### src/rtl/rv32im_ifetch_pkg.sv
// Shared constants and types for the rv32im instruction fetch unit.
// The reset PC and instruction geometry live here so fetch and decode agree on them.
package rv32im_ifetch_pkg;

  localparam int unsigned API_PC_WIDTH   = 32;
  localparam int unsigned API_INST_WIDTH = 32;

  localparam logic [API_PC_WIDTH-1:0] API_RESET_PC = 32'h0000_0000;
  localparam logic [API_PC_WIDTH-1:0] API_PC_INC   = 32'd4;

  // One buffered fetch result; the packed layout is {err, pc, inst}.
  typedef struct packed {
    logic                      err;
    logic [API_PC_WIDTH-1:0]   pc;
    logic [API_INST_WIDTH-1:0] inst;
  } inst_entry_t;

  localparam int unsigned INST_ENTRY_WIDTH = $bits(inst_entry_t);

  function automatic logic [API_PC_WIDTH-1:0] align_pc(input logic [API_PC_WIDTH-1:0] pc);
    return pc & ~API_PC_WIDTH'(3);
  endfunction

endpackage

### src/rtl/rv32im_sync_fifo.sv
// Single-clock FIFO with synchronous flush and an occupancy count.
// The read port shows zero while empty so downstream outputs have defined reset values.
module rv32im_sync_fifo #(
  parameter int unsigned WIDTH = 32,
  parameter int unsigned DEPTH = 4
) (
  input  logic                         clk,
  input  logic                         reset_n,
  input  logic                         flush_i,
  input  logic                         push_i,
  input  logic [WIDTH-1:0]             wdata_i,
  input  logic                         pop_i,
  output logic [WIDTH-1:0]             rdata_o,
  output logic [$clog2(DEPTH+1)-1:0]   count_o
);

  localparam int unsigned PtrW = (DEPTH > 1) ? $clog2(DEPTH) : 1;
  localparam int unsigned CntW = $clog2(DEPTH + 1);

  logic [WIDTH-1:0] mem_q [DEPTH];
  logic [PtrW-1:0]  wr_ptr_q, wr_ptr_d;
  logic [PtrW-1:0]  rd_ptr_q, rd_ptr_d;
  logic [CntW-1:0]  count_q, count_d;
  logic             do_push, do_pop;

  function automatic logic [PtrW-1:0] ptr_inc(input logic [PtrW-1:0] ptr);
    return (ptr == PtrW'(DEPTH - 1)) ? '0 : ptr + PtrW'(1);
  endfunction

  // A push into a full FIFO is accepted only when the head leaves in the same cycle.
  assign do_pop  = pop_i && (count_q != '0) && !flush_i;
  assign do_push = push_i && !flush_i && ((count_q != CntW'(DEPTH)) || do_pop);

  always_comb begin
    wr_ptr_d = wr_ptr_q;
    rd_ptr_d = rd_ptr_q;
    count_d  = count_q;
    if (flush_i) begin
      wr_ptr_d = '0;
      rd_ptr_d = '0;
      count_d  = '0;
    end else begin
      if (do_push) wr_ptr_d = ptr_inc(wr_ptr_q);
      if (do_pop)  rd_ptr_d = ptr_inc(rd_ptr_q);
      count_d = count_q + CntW'(do_push) - CntW'(do_pop);
    end
  end

  always_ff @(posedge clk or negedge reset_n) begin
    if (!reset_n) begin
      wr_ptr_q <= '0;
      rd_ptr_q <= '0;
      count_q  <= '0;
    end else begin
      wr_ptr_q <= wr_ptr_d;
      rd_ptr_q <= rd_ptr_d;
      count_q  <= count_d;
    end
  end

  always_ff @(posedge clk) begin
    if (do_push) mem_q[wr_ptr_q] <= wdata_i;
  end

  assign rdata_o = (count_q != '0) ? mem_q[rd_ptr_q] : '0;
  assign count_o = count_q;

endmodule

### src/rtl/rv32im_ifetch.sv
// Instruction fetch: sequential PC, credit-limited imem requests, response buffering
// and discard of responses that were in flight when fetch was redirected.
module rv32im_ifetch
  import rv32im_ifetch_pkg::*;
#(
  parameter int unsigned FIFO_DEPTH = 4,
  parameter int unsigned MAX_OUTST  = 2
) (
  input  logic                      clk,
  input  logic                      reset_n,
  input  logic                      redirect_valid_i,
  input  logic [API_PC_WIDTH-1:0]   redirect_pc_i,
  output logic                      imem_req_valid_o,
  input  logic                      imem_req_ready_i,
  output logic [API_PC_WIDTH-1:0]   imem_req_addr_o,
  input  logic                      imem_rsp_valid_i,
  input  logic [API_INST_WIDTH-1:0] imem_rsp_data_i,
  input  logic                      imem_rsp_err_i,
  output logic                      inst_valid_o,
  input  logic                      inst_ready_i,
  output logic [API_INST_WIDTH-1:0] inst_o,
  output logic [API_PC_WIDTH-1:0]   inst_pc_o,
  output logic                      inst_err_o
);

  localparam int unsigned OutstW = $clog2(MAX_OUTST + 1);
  localparam int unsigned FcntW  = $clog2(FIFO_DEPTH + 1);

  logic [API_PC_WIDTH-1:0] fetch_pc_q, fetch_pc_d;
  logic [OutstW-1:0]       outst;
  logic [OutstW-1:0]       drop_q, drop_d;
  logic [FcntW-1:0]        fifo_cnt;
  logic [API_PC_WIDTH-1:0] rsp_pc;
  inst_entry_t             push_entry, head_entry;
  logic                    credit_ok, req_hs, drop_active, inst_push, inst_pop;

  // Outstanding requests are exactly the entries of the in-flight PC FIFO.
  rv32im_sync_fifo #(
    .WIDTH (API_PC_WIDTH),
    .DEPTH (MAX_OUTST)
  ) u_pc_fifo (
    .clk     (clk),
    .reset_n (reset_n),
    .flush_i (1'b0),
    .push_i  (req_hs),
    .wdata_i (fetch_pc_q),
    .pop_i   (imem_rsp_valid_i),
    .rdata_o (rsp_pc),
    .count_o (outst)
  );

  // Every non-discarded in-flight request already owns a slot here.
  assign credit_ok = (32'(fifo_cnt) + 32'(outst) - 32'(drop_q)) < FIFO_DEPTH;

  // Gating with reset_n keeps the request deasserted for the whole reset window.
  assign imem_req_valid_o = reset_n && !redirect_valid_i && (32'(outst) < MAX_OUTST) &&
                            credit_ok;
  assign imem_req_addr_o  = fetch_pc_q;
  assign req_hs           = imem_req_valid_o && imem_req_ready_i;

  assign drop_active = (drop_q != '0);
  assign inst_push   = imem_rsp_valid_i && !drop_active;
  assign inst_pop    = inst_valid_o && inst_ready_i;

  always_comb begin
    push_entry      = '0;
    push_entry.err  = imem_rsp_err_i;
    push_entry.pc   = rsp_pc;
    push_entry.inst = imem_rsp_data_i;
  end

  rv32im_sync_fifo #(
    .WIDTH (INST_ENTRY_WIDTH),
    .DEPTH (FIFO_DEPTH)
  ) u_inst_fifo (
    .clk     (clk),
    .reset_n (reset_n),
    .flush_i (redirect_valid_i),
    .push_i  (inst_push),
    .wdata_i (push_entry),
    .pop_i   (inst_pop),
    .rdata_o (head_entry),
    .count_o (fifo_cnt)
  );

  always_comb begin
    fetch_pc_d = fetch_pc_q;
    drop_d     = drop_q;
    if (redirect_valid_i) begin
      fetch_pc_d = align_pc(redirect_pc_i);
      // No request issues in a redirect cycle, so only an arriving response shrinks outst.
      drop_d     = outst - OutstW'(imem_rsp_valid_i);
    end else begin
      if (req_hs) fetch_pc_d = fetch_pc_q + API_PC_INC;
      if (imem_rsp_valid_i && drop_active) drop_d = drop_q - OutstW'(1);
    end
  end

  always_ff @(posedge clk or negedge reset_n) begin
    if (!reset_n) begin
      fetch_pc_q <= API_RESET_PC;
      drop_q     <= '0;
    end else begin
      fetch_pc_q <= fetch_pc_d;
      drop_q     <= drop_d;
    end
  end

  assign inst_valid_o = (fifo_cnt != '0);
  assign inst_o       = head_entry.inst;
  assign inst_pc_o    = head_entry.pc;
  assign inst_err_o   = head_entry.err;

endmodule

### config.mk
export PLATFORM = sky130hd
export DESIGN_NAME = rv32im_ifetch
export DESIGN_NICKNAME = d
export VERILOG_FILES = /design/src/rtl/rv32im_ifetch_pkg.sv /design/src/rtl/rv32im_sync_fifo.sv /design/src/rtl/rv32im_ifetch.sv
export SDC_FILE = /design/constraint.sdc
export NUM_CORES = 1
export LEC_CHECK = 0
export CORE_ASPECT_RATIO = 1.4
export CORE_UTILIZATION = 30
export CTS_CLUSTER_DIAMETER = 60
export DETAILED_ROUTE_END_ITERATION = 7
export PLACE_DENSITY = 0.57
export SYNTH_ARGS = -nofsm -noshare
export SYNTH_HDL_FRONTEND = slang
export SYNTH_HIERARCHICAL = 1
export SYNTH_SLANG_ARGS = --single-unit
### constraint.sdc
create_clock -name clk -period 14.2 [get_ports clk]
set_clock_uncertainty 0.1 [all_clocks]
set_input_delay 2.13 -clock clk [delete_from_list [all_inputs] [get_ports clk]]
set_output_delay 2.13 -clock clk [all_outputs]
set_load 0.1 [all_outputs]
# == After elaboration in Yosys (flattened, before gate mapping) ==
# Memories as Yosys holds them, arrays and structs flattened.
# Cells that the tools add are included.
# totals
regBits,45
latchBits,0
ram_bits,324
rom_bits,0
input_bits,71
output_inout_bits,99
word_cells,72
n_memories,2
# op_classes
addsub,13
multipliers,0
div,0
n_lt_le_gt_ge,2
n_eq_ne,4
shifts,0
n_mux,19
bitwise,0
reduce_logical,24
# mem_list
memory,words,width,rd,rd_ports_with_merged_regs,wr,line,rtl
u_inst_fifo.mem_q,4,65,1,0,1,rv32im_sync_fifo.sv:20,logic [WIDTH-1:0] mem_q [DEPTH];
u_pc_fifo.mem_q,2,32,1,0,1,rv32im_sync_fifo.sv:20,
# ops
op,count
$mux W32,3
$mux W65,1
$add A32 B3 Y32 const B,1
$lt A32 B3 Y1 const B,1
$mux W2,8
$logic_and A1 B1 Y1,13
$reduce_bool A2 Y1,6
$mux W1,6
$sub A4 B2 Y5,1
$add A2 B1 Y2 const B,2
$add A3 B2 Y4,1
$eq A2 B2 Y1 const B,2
$sub A2 B1 Y2,2
$add A3 B1 Y3,1
$mux W3,1
$ne A3 B3 Y1 const B,1
$reduce_bool A3 Y1,1
$sub A3 B1 Y3,1
$add A1 B1 Y1 const B,2
$add A2 B1 Y2,1
$logic_not A1 Y1,2
$logic_or A1 B1 Y1,2
$lt A2 B2 Y1 const B,1
$ne A2 B2 Y1 const B,1
$sub A2 B1 Y2 const B,1

# == Logic depth before layout (Yosys ltp) ==
# depth
ltp_word,9
mapped_depth,14
depth_no_buf,14

# == Modules after synthesis ==
# Netlist, hierarchy kept.
# by_module_without_submodules
module,n_inst,cells_each,area_each_um2,seq_area_each_um2
rv32im_sync_fifo at u_inst_fifo,1,460,10271.1,7982.7
rv32im_sync_fifo at u_pc_fifo,1,158,2633.8,2021.9
rv32im_ifetch,1,250,2277.2,800.8

# == Worst setup path after synthesis ==
# OpenSTA, ideal clock, no wires.
# synth_timing
path_type,input to output
start,input port reset_n
end,output port imem_req_valid_o
arrival_ns,4.738
setup_slack_ns,7.232
cell_stages,4
n_path_buf,1
path_cell_list,or4b_4 -> or4_4 -> buf_6 -> a21oi_1
# synth_via
elab_chain_len,3
# synth_rtl
element,line,rtl
"start, declared",rv32im_ifetch.sv:10,"input logic reset_n,"
$logic_and A1 B1 Y1 (3 in series),rv32im_ifetch.sv:56,assign imem_req_valid_o = reset_n && !redirect_valid_i && (32'(outst) < MAX_OUTST) &&
"end, declared",rv32im_ifetch.sv:13,"output logic imem_req_valid_o,"
# No other way between the ends.

# == Final worst setup path ==
# Ends and elaborated chain as after synthesis.

==> flow_summary.yaml <==
outcome:
  status: "complete, no violations"
worst_setup_path:
  worstReg2RegEnd: "u_pc_fifo/mem_q[1][18]$_DFFE_PP_"
  crit_required_ns: 11.97
  r2r_slack_ns: 9.15
  cp.arrival_ns: 5.39
  cp_max_fo: 45
  crit_type: "input pin to output port"
  rr_worst_depth: 11
  end_kind: "output port"
  critPathLaunchType: "input pin"
  rr_startpoint: "u_pc_fifo/count_o[1]$_DFF_PN0_"
synth:
  yosysTopAreaCell: "edfxtp_1"
  synth_area_leaders: "edfxtp_1, mux4_2, dfrtp_1, nor2b_1, mux2i_1"
  syn_inst: 868
  ys_seq_elements: 367
  synth_cell_types: 51
  synthFlopType: "edfxtp_1"
  synth_most_common_cell: "edfxtp_1"
  avgSynthCellArea_um2: 17.5
  synth_commonest_cells: "edfxtp_1, nor2b_1, mux4_2, nor2_1, dfrtp_1"
  ys_warn_count: 6
  synth_edf_count: 324
  syn_area_um2: 15200
  yosysSeqAreaShare: 0.712
  synth_top_area_frac: 0.641
  synth_async_sr_flop_share: 0.117
hold_path:
  hold_start: "u_pc_fifo/wr_ptr_q$_DFFE_PN0P_"
  hold_path_class: "flop to flop"
  worstHoldEndpoint: "u_pc_fifo/wr_ptr_q$_DFFE_PN0P_"
  hold_depth: 1
grt:
  grt_first_pass_wirelength_mm: 48.3
  grt_max_degree: 68
  use_met3: 0.0219
  busiest_layer: "met2"
  grtUsageTotal: 0.125
  grt.met1_usage: 0.151
  overflow: 0
  antenna_found_initial: 0
  grt_pass1_vias: 8270
  use_met2: 0.221
power_and_ir_drop:
  ir_drop_v: 0.000108
  power_leakage_nw: 5.72
  total_power_w: 0.00248
  p_per_area_nw_per_um2: 132
run:
  maxCapViolCount: 0
clocking:
  clock_path_buffers: 3
  cts_inserted_buffers: 39
  holdBufCountCts: 0
  clk_transition_reported_paths_ns: 0.06
  clk_latency_ns: 0.55
  post_cts_buffers: 0
  cts_tree: "yes"
  cts.sink_count: 367
  htreeDepth: 2
  ctsResizeCount: 0
  cts-root-buf: "clkbuf_16"
drt:
  routed_wirelength_mm: 31.7
  drcViolationCount: 0
  drtAntennaViolNets: 0
  vias: 7975
  drt_iter0_drc: 355
  wl_per_cell_um: 18.4
  drt_pre_antenna_iters: 5
  viasPerCell: 4.63
place:
  io_buffers: 165
  hpwl_mm: 18.9
  gp_congestion: 0.759
  dpl_cell_area_um2: 17500
timing:
  fin_crit_ns: 7.62
  drv_slew: 0
  setup-tns-final_ns: 0
  fin_crit_sh: 0.537
  slew-limit-headroom: 0.258
  grt_setup_unrepaired: "no"
  tightest_slew_ns: 1.11
  whs_ns: 0.423
  finalSetupViolCount: 0
  max_freq_ghz: 0.131
  hold_violations: 0
finish:
  nNetsFinal: 1139
  antenna_cells: 0
  final_cell_area_um2: 18800
  areaGrowthSynthToFinish_pct: 23.7
  drive_gt1_frac: 0.154
floorplan:
  core_area_um2: 50000
  die_w_um: 192
  ios: 170
  num_rows: 97
  initial_utilization: 0.304
  die_h_um: 268
  die-area_um2: 51500
worst max-delay path by stage:
stage                 start          endpoint  slack [ns]  cells past startpoint
finish              reset_n  imem_req_valid_o        6.58                      6
global route        reset_n  imem_req_valid_o        6.42                      6
CTS                 reset_n  imem_req_valid_o        6.51                      6
detailed placement  reset_n  imem_req_valid_o        6.52                      6
global placement    reset_n  imem_req_valid_o        6.54                      6
floorplan           reset_n  imem_req_valid_o        7.23                      4
cells in the final DEF, fill, tap and decap left out, drive strengths merged, types with 32 or more instances in the layout:
master and n:
edfxtp 324, nor2b 67, dfrtp 43, clkdlybuf4s50 163
nand2 35, clkbuf 52, nor2 48, mux2i 34
o21ai 32, mux4 65
power by group:
| part | leakage [nW] | switching (W) | internal, W |
|---|---|---|---|
| Combinational | 1.84 | 0.000200 | 0.0000757 |
| Sequential | 3.28 | 0.0000231 | 0.00119 |
| Clock | 0.600 | 0.000417 | 0.000566 |
cells by family after synthesis:
kind of cell               synth area share
buffers and inverters                0.0226
xor gates and xnor gates             0.0185
other                              0.000247
adders and majority gates            0.0158
and+or+nand+nor                      0.0736
muxes                                 0.120
AOI/OAI and AO/OA                    0.0373
DFF                                   0.712
cell type report:
cell class,instances,area (um^2)
Clock inverter,19,191
Tap cell,643,805
Fill cell,4662,31200
Timing Repair Buffer,176,1720
Inverter,23,86.3
Sequential cell,367,10800
Multi-Input combinational cell,443,4110
Clock buffer,52,1050
per-layer routing:
layer,up-vias,share of wire,wire (um)
met5,-,0,0
met4,0,0.025,782
met1,4058,0.42,13400
met2,184,0.51,16200
met3,48,0.044,1380
li1,3685,-,-
registers in the layout (all words and copies together) (netlist names):
name and count:
u_inst_fifo/wr_ptr_q 2, u_pc_fifo/count_o 2, u_inst_fifo/count_o 3, u_inst_fifo/rd_ptr_q 2, imem_req_addr_o 30, drop_q 2
u_pc_fifo/rd_ptr_q 1, u_inst_fifo/mem_q 260, u_pc_fifo/wr_ptr_q 1, u_pc_fifo/mem_q 64
critical path, cell delays in order:
cell,delay [ns]
buf_2,0.07
buf_4,0.49
or4b_4,0.55
or4_4,0.72
a21oi_1,0.21
clkdlybuf4s50_1,1.15
metrics by stage:
step,instances,worst slack (ns),utilization
floorplan,879,7.23,-
global placement,1652,6.54,0.351
detailed placement,1652,6.52,0.351
CTS,1723,6.51,0.376
global route,1723,6.42,0.376
finish,1723,6.58,0.376
No activity file was read; power rests on OpenSTA's default activity.
==> RTL change 1, RTL diff (same flow settings) <==
Register the output `inst_err_o`, without a reset; this adds one clock of latency there. The other outputs are not delayed to match.
--- a/src/rtl/rv32im_ifetch.sv
+++ b/src/rtl/rv32im_ifetch.sv
@@ -111,3 +111,5 @@
   assign inst_pc_o    = head_entry.pc;
-  assign inst_err_o   = head_entry.err;
+  always_ff @(posedge clk) begin
+    inst_err_o <= head_entry.err;
+  end
 
Function: changed (a bounded check fails within 4 cycles, from zero or initial values and one cycle with reset_n low).
==> RTL change 1 against the unedited design <==
The run now ends with design-rule violations left. Worst setup slack better by 0.98 ns. Synthesized cell count is 0.12% higher. Sequential cell count is 1 higher. Power is 3.3% higher. Area after synthesis is 0.61% higher. Global-route usage is 0.57 points higher. Non-clock buffer count stayed put. Wire length is 5.0% higher. Design area is 0.59% higher. Critical endpoint unchanged. Largest cell class unchanged.
==> RTL change 1: results (changes against the unedited design) <==
| Metric | Value |
|---|---|
| 1st-pass router iterations | 6 (was 5) |
| Maximum VDD drop | 0.0000773 V (was 0.000108 V) |
| Synth async-reset ratio | 11.7% (about the same) |
| DR WL met3 | 1560 um (was 1380 um) |
| Number of gates resized after CTS | 0 (unchanged) |
| Failing checks | design-rule violations |
| Max_slew headroom | 24.3% (was 25.8%) |
| Layout cells sized above 1 | 15.8% (was 15.4%) |
| Top cells by area, synth | edfxtp_1, mux4_2, dfrtp_1 (unchanged) |
| Total CTS buffers | 40 (was 39) |
| R2R setup slack | 9.64 ns (was 9.15 ns) |
| Vias per cell | 4.64 (was 4.63) |
| P_int | 1.86 mW (was 1.84 mW) |
| CP arrival | 4.42 ns (was 5.39 ns) |
| Worst R2R Path Depth | 9 (was 11) |
| WL met2 | 17000 um (was 16200 um) |
| 1st-iter DRT viols | 409 (was 355) |
| Final GP Congestion | 0.726 (was 0.759) |
| Yosys cell types | 49 (was 51) |
| Drt total wl | 33300 um (was 31700 um) |
| DR DRC count | 22 (was 0) |
| Largest net degree at the start of global routing | 66 (was 68) |
| Lkg Pwr | 5.77 nW (was 5.72 nW) |
| Critical path fanouts, max | 29 (was 45) |
| Global-route wire length before repair | 50700 um (was 48300 um) |
| M1 wire length | 14000 um (was 13400 um) |
| Post-DP Area | 17600 sq um (was 17500 sq um) |
| Achievable clock frequency | 150 MHz (was 131 MHz) |
| Commonest cells in the netlist | edfxtp_1, nor2b_1, mux4_2 (unchanged) |
| Routing usage on met2 | 22.9% (was 22.1%) |
| Setup Fix Bufs, Post-CTS | 0 (unchanged) |
| Status | finished with violations (was finished clean) |
| M1 GR Usage | 16.2% (was 15.1%) |
| Slowest stage delay, CP | 1.00 ns (was 1.15 ns) |
| Final hold slack | 0.437 ns (was 0.423 ns) |
| Critical Path Start | redirect_valid_i (was reset_n) |
| Place WS | 7.49 ns (was 6.52 ns) |
| Fillers | 4692 (was 4662) |
| Sequential area share after synthesis | 70.9% (was 71.2%) |
| Vias in the first global route | 8523 (was 8270) |
| Total global-route track usage | 13.0% (was 12.5%) |
| Synth Instances | 869 (was 868) |
| Placed Cells | 1651 (was 1652) |
-- RTL change 1: area by class of cell --
class	instances	area, sq um	area share [%]
Clock buffer	47	1050	5.54
Inverter	23	86.3	0.457
Sequential cell	368	10800	57.3
Clock inverter	24	224	1.19
Timing Repair Buffer	176	1720	9.13
Tap cell	643	805	4.26
Multi-Input combinational cell	441	4170	22.1
-- RTL change 1: power groups by stage --
stage,Sequential [mW],Combinational [mW],Clock (mW)
finish,1.23,0.330,1.00
global route,1.23,0.348,1.08
CTS,1.23,0.335,1.04
detailed placement,1.25,0.334,0
global placement,1.25,0.332,0
floorplan,1.30,0.181,0
-- RTL change 1: logic make-up after synthesis --
| family | synth area share [%] |
|---|---|
| adder cells (fa/ha/maj) | 1.57 |
| multiplexers | 11.9 |
| AO/OA/AOI/OAI | 4.23 |
| flip-flops | 70.9 |
| other | 0.0246 |
| buffers and inverters | 2.36 |
| AND/OR/NAND/NOR | 7.16 |
| XOR/XNOR | 1.89 |
==> RTL change 2, RTL diff (config.mk and constraints unchanged) <==
Made on the original files. The parameter `MAX_OUTST` goes from 2 to 4.
--- a/src/rtl/rv32im_ifetch.sv
+++ b/src/rtl/rv32im_ifetch.sv
@@ -6,3 +6,3 @@
   parameter int unsigned FIFO_DEPTH = 4,
-  parameter int unsigned MAX_OUTST  = 2
+  parameter int unsigned MAX_OUTST  = 4
 ) (
Function: changed (Yosys sat finds a counterexample within 4 cycles, from zero or initial values and one cycle with reset_n low).
==> RTL change 2 against the unedited design <==
Sequential cell count up 68. Area after synthesis up 18%. Largest cell class unchanged. Design area up 16%. Via count up 13%. Wire length up 18%. Maximum frequency up 16%. Critical path type unchanged. Worst setup slack better by 1.0 ns.
Power is not compared: it rests on default switching activity, and its combinational part moved more than twofold at a synthesized area within 25%.
==> RTL change 2: results (changes against the unedited design) <==
| Metric | Value |
|---|---|
| Worst hold path type | reg -> reg (unchanged) |
| R2R setup slack | 9.01 ns (was 9.15 ns) |
| Vias per cell | 4.65 (was 4.63) |
| Initial antenna violation count | 0 (unchanged) |
| Sequential area share after synthesis | 71.7% (was 71.2%) |
| Largest net degree at the start of global routing | 66 (was 68) |
| M1 wire length | 15500 um (was 13400 um) |
| Critical path fanouts, max | 49 (was 45) |
| 1st-pass router iterations | 5 (unchanged) |
| Comb. pwr | 0.586 mW |
| 1st-iter DRT viols | 397 (was 355) |
| Layout Nets | 1245 (was 1139) |
| Max Used Layer | met4 (unchanged) |
| Max FFs per register | 260 (unchanged) |
| CTS H-tree depth | 2 (unchanged) |
| Number of gates resized after CTS | 0 (unchanged) |
| Status | finished clean (unchanged) |
| M1 GR Usage | 15.0% (was 15.1%) |
| CP top delay family | buffers and inverters (unchanged) |
| Average wire per standard cell | 19.4 um (was 18.4 um) |
| CP arrival | 4.35 ns (was 5.39 ns) |
| Worst R2R Path Depth | 19 (was 11) |
| Vias in the first global route | 9824 (was 8270) |
| Hold depth | 0 (was 1) |
| HP Start | imem_req_addr_o[31] (was u_pc_fifo/wr_ptr_q) |
| Total CTS buffers | 46 (was 39) |
| Seq group | 1.54 mW |
| Synth async-reset ratio | 10.8% (was 11.7%) |
| Buffers on Ports | 165 (unchanged) |
| Yosys cell types | 51 (unchanged) |
| Clk buf depth | 3 (unchanged) |
| P_int | 2.36 mW |
| Slew of the pin with the lowest slew margin | 1.11 ns (about the same) |
| EDFF count, synth | 388 (was 324) |
| Slowest stage delay, CP | 1.13 ns (was 1.15 ns) |
| Layout cells sized above 1 | 17.1% (was 15.4%) |
| Clk Latency, worst-skew pair | 0.57 ns (was 0.55 ns) |
| Setup Fix Bufs, Post-CTS | 0 (unchanged) |
| Fillers | 5436 (was 4662) |
| Clock root cell | clkbuf_16 (unchanged) |
| Routing usage on met2 | 22.3% (was 22.1%) |
| Total global-route track usage | 12.6% (was 12.5%) |
| N_diodes | 0 (unchanged) |
| Hpwl dp | 23300 um (was 18900 um) |
| Maximum VDD drop | 0.0000751 V |
| Sw frac | 28.4% |
| Top cells by area, synth | edfxtp_1, mux4_2, dfrtp_1 (unchanged) |
| Final GP Congestion | 0.693 (was 0.759) |
| WL met2 | 19600 um (was 16200 um) |
| Met3 Use GR | 2.68% (was 2.19%) |
| DR WL met3 | 1640 um (was 1380 um) |
| Biggest register | u_inst_fifo/mem_q (unchanged) |
| Reg-to-reg critical path endpoint | u_pc_fifo/count_o[2] (was u_pc_fifo/mem_q[1][18]) |
| Worst R2R Start | u_pc_fifo/count_o[1] (unchanged) |
| Global-route wire length before repair | 58100 um (was 48300 um) |
| Reg clk slew, reported paths | 0.06 ns (about the same) |
| Worst Setup EP | imem_req_valid_o (unchanged) |
| WHS Endpoint | u_pc_fifo/mem_q[2][31] (was u_pc_fifo/wr_ptr_q) |
| Commonest cells in the netlist | edfxtp_1, nor2b_1, mux4_2 (unchanged) |
RTL change 2: cell types whose count changed after synthesis, moves of 7 or more:
cell       before  now
o21ai_0        19    6
nor2_1         48   13
mux2i_1        34    4
nor2b_1        67   97
a2111oi_2      11    3
edfxtp_1      324  388
nand2_1        35   42
mux4_2         65   93
RTL change 2: through the flow:
step / instance area (sq um) / worst slack [ns] / hold slack [ns] / util (%) / cells
2_1_floorplan: 17900 / 8.45 / 0.456 / - / 972
3_3_place_gp: 20300 / 7.56 / 0.477 / 34.6 / 1849
3_5_place_dp: 20300 / 7.54 / 0.510 / 34.6 / 1849
4_1_cts: 21800 / 7.53 / 0.526 / 37.1 / 1933
5_1_grt: 21800 / 7.42 / 0.557 / 37.1 / 1933
6_report: 21800 / 7.62 / 0.519 / 37.1 / 1933
RTL change 2: kinds of logic (layout without fill, tap and decap cells):
| logic type | count (synthesis) | count (layout) | synth area share [%] |
|---|---|---|---|
| DFF | 435 | 435 | 71.7 |
| adders and majority gates | 26 | 26 | 1.99 |
| buffers and inverters | 74 | 286 | 2.27 |
| xor gates and xnor gates | 30 | 30 | 1.47 |
| muxes | 107 | 107 | 12.9 |
| and+or+nand+nor | 220 | 220 | 7.05 |
| other | 1 | 12 | 0.0210 |
| AOI/OAI and AO/OA | 68 | 68 | 2.57 |
RTL change 2: worst register-to-register path: cells and delay by family (launching register included):
kind / cells / cell delay, ns
XOR/XNOR: 1 / 0.15
adder cells (fa/ha/maj): 5 / 1.60
buffers and inverters: 6 / 0.60
flip-flops: 1 / 0.48
AND/OR/NAND/NOR: 7 / 2.13
RTL change 2: final cells by class:
cell class,count,area share [%]
clock buffers,55,5.62
clock inverters,29,1.15
inverters,22,0.379
multi-input cells,463,21.6
flip-flops and latches,435,58.9
well taps,749,4.30
repair buffers,180,8.04
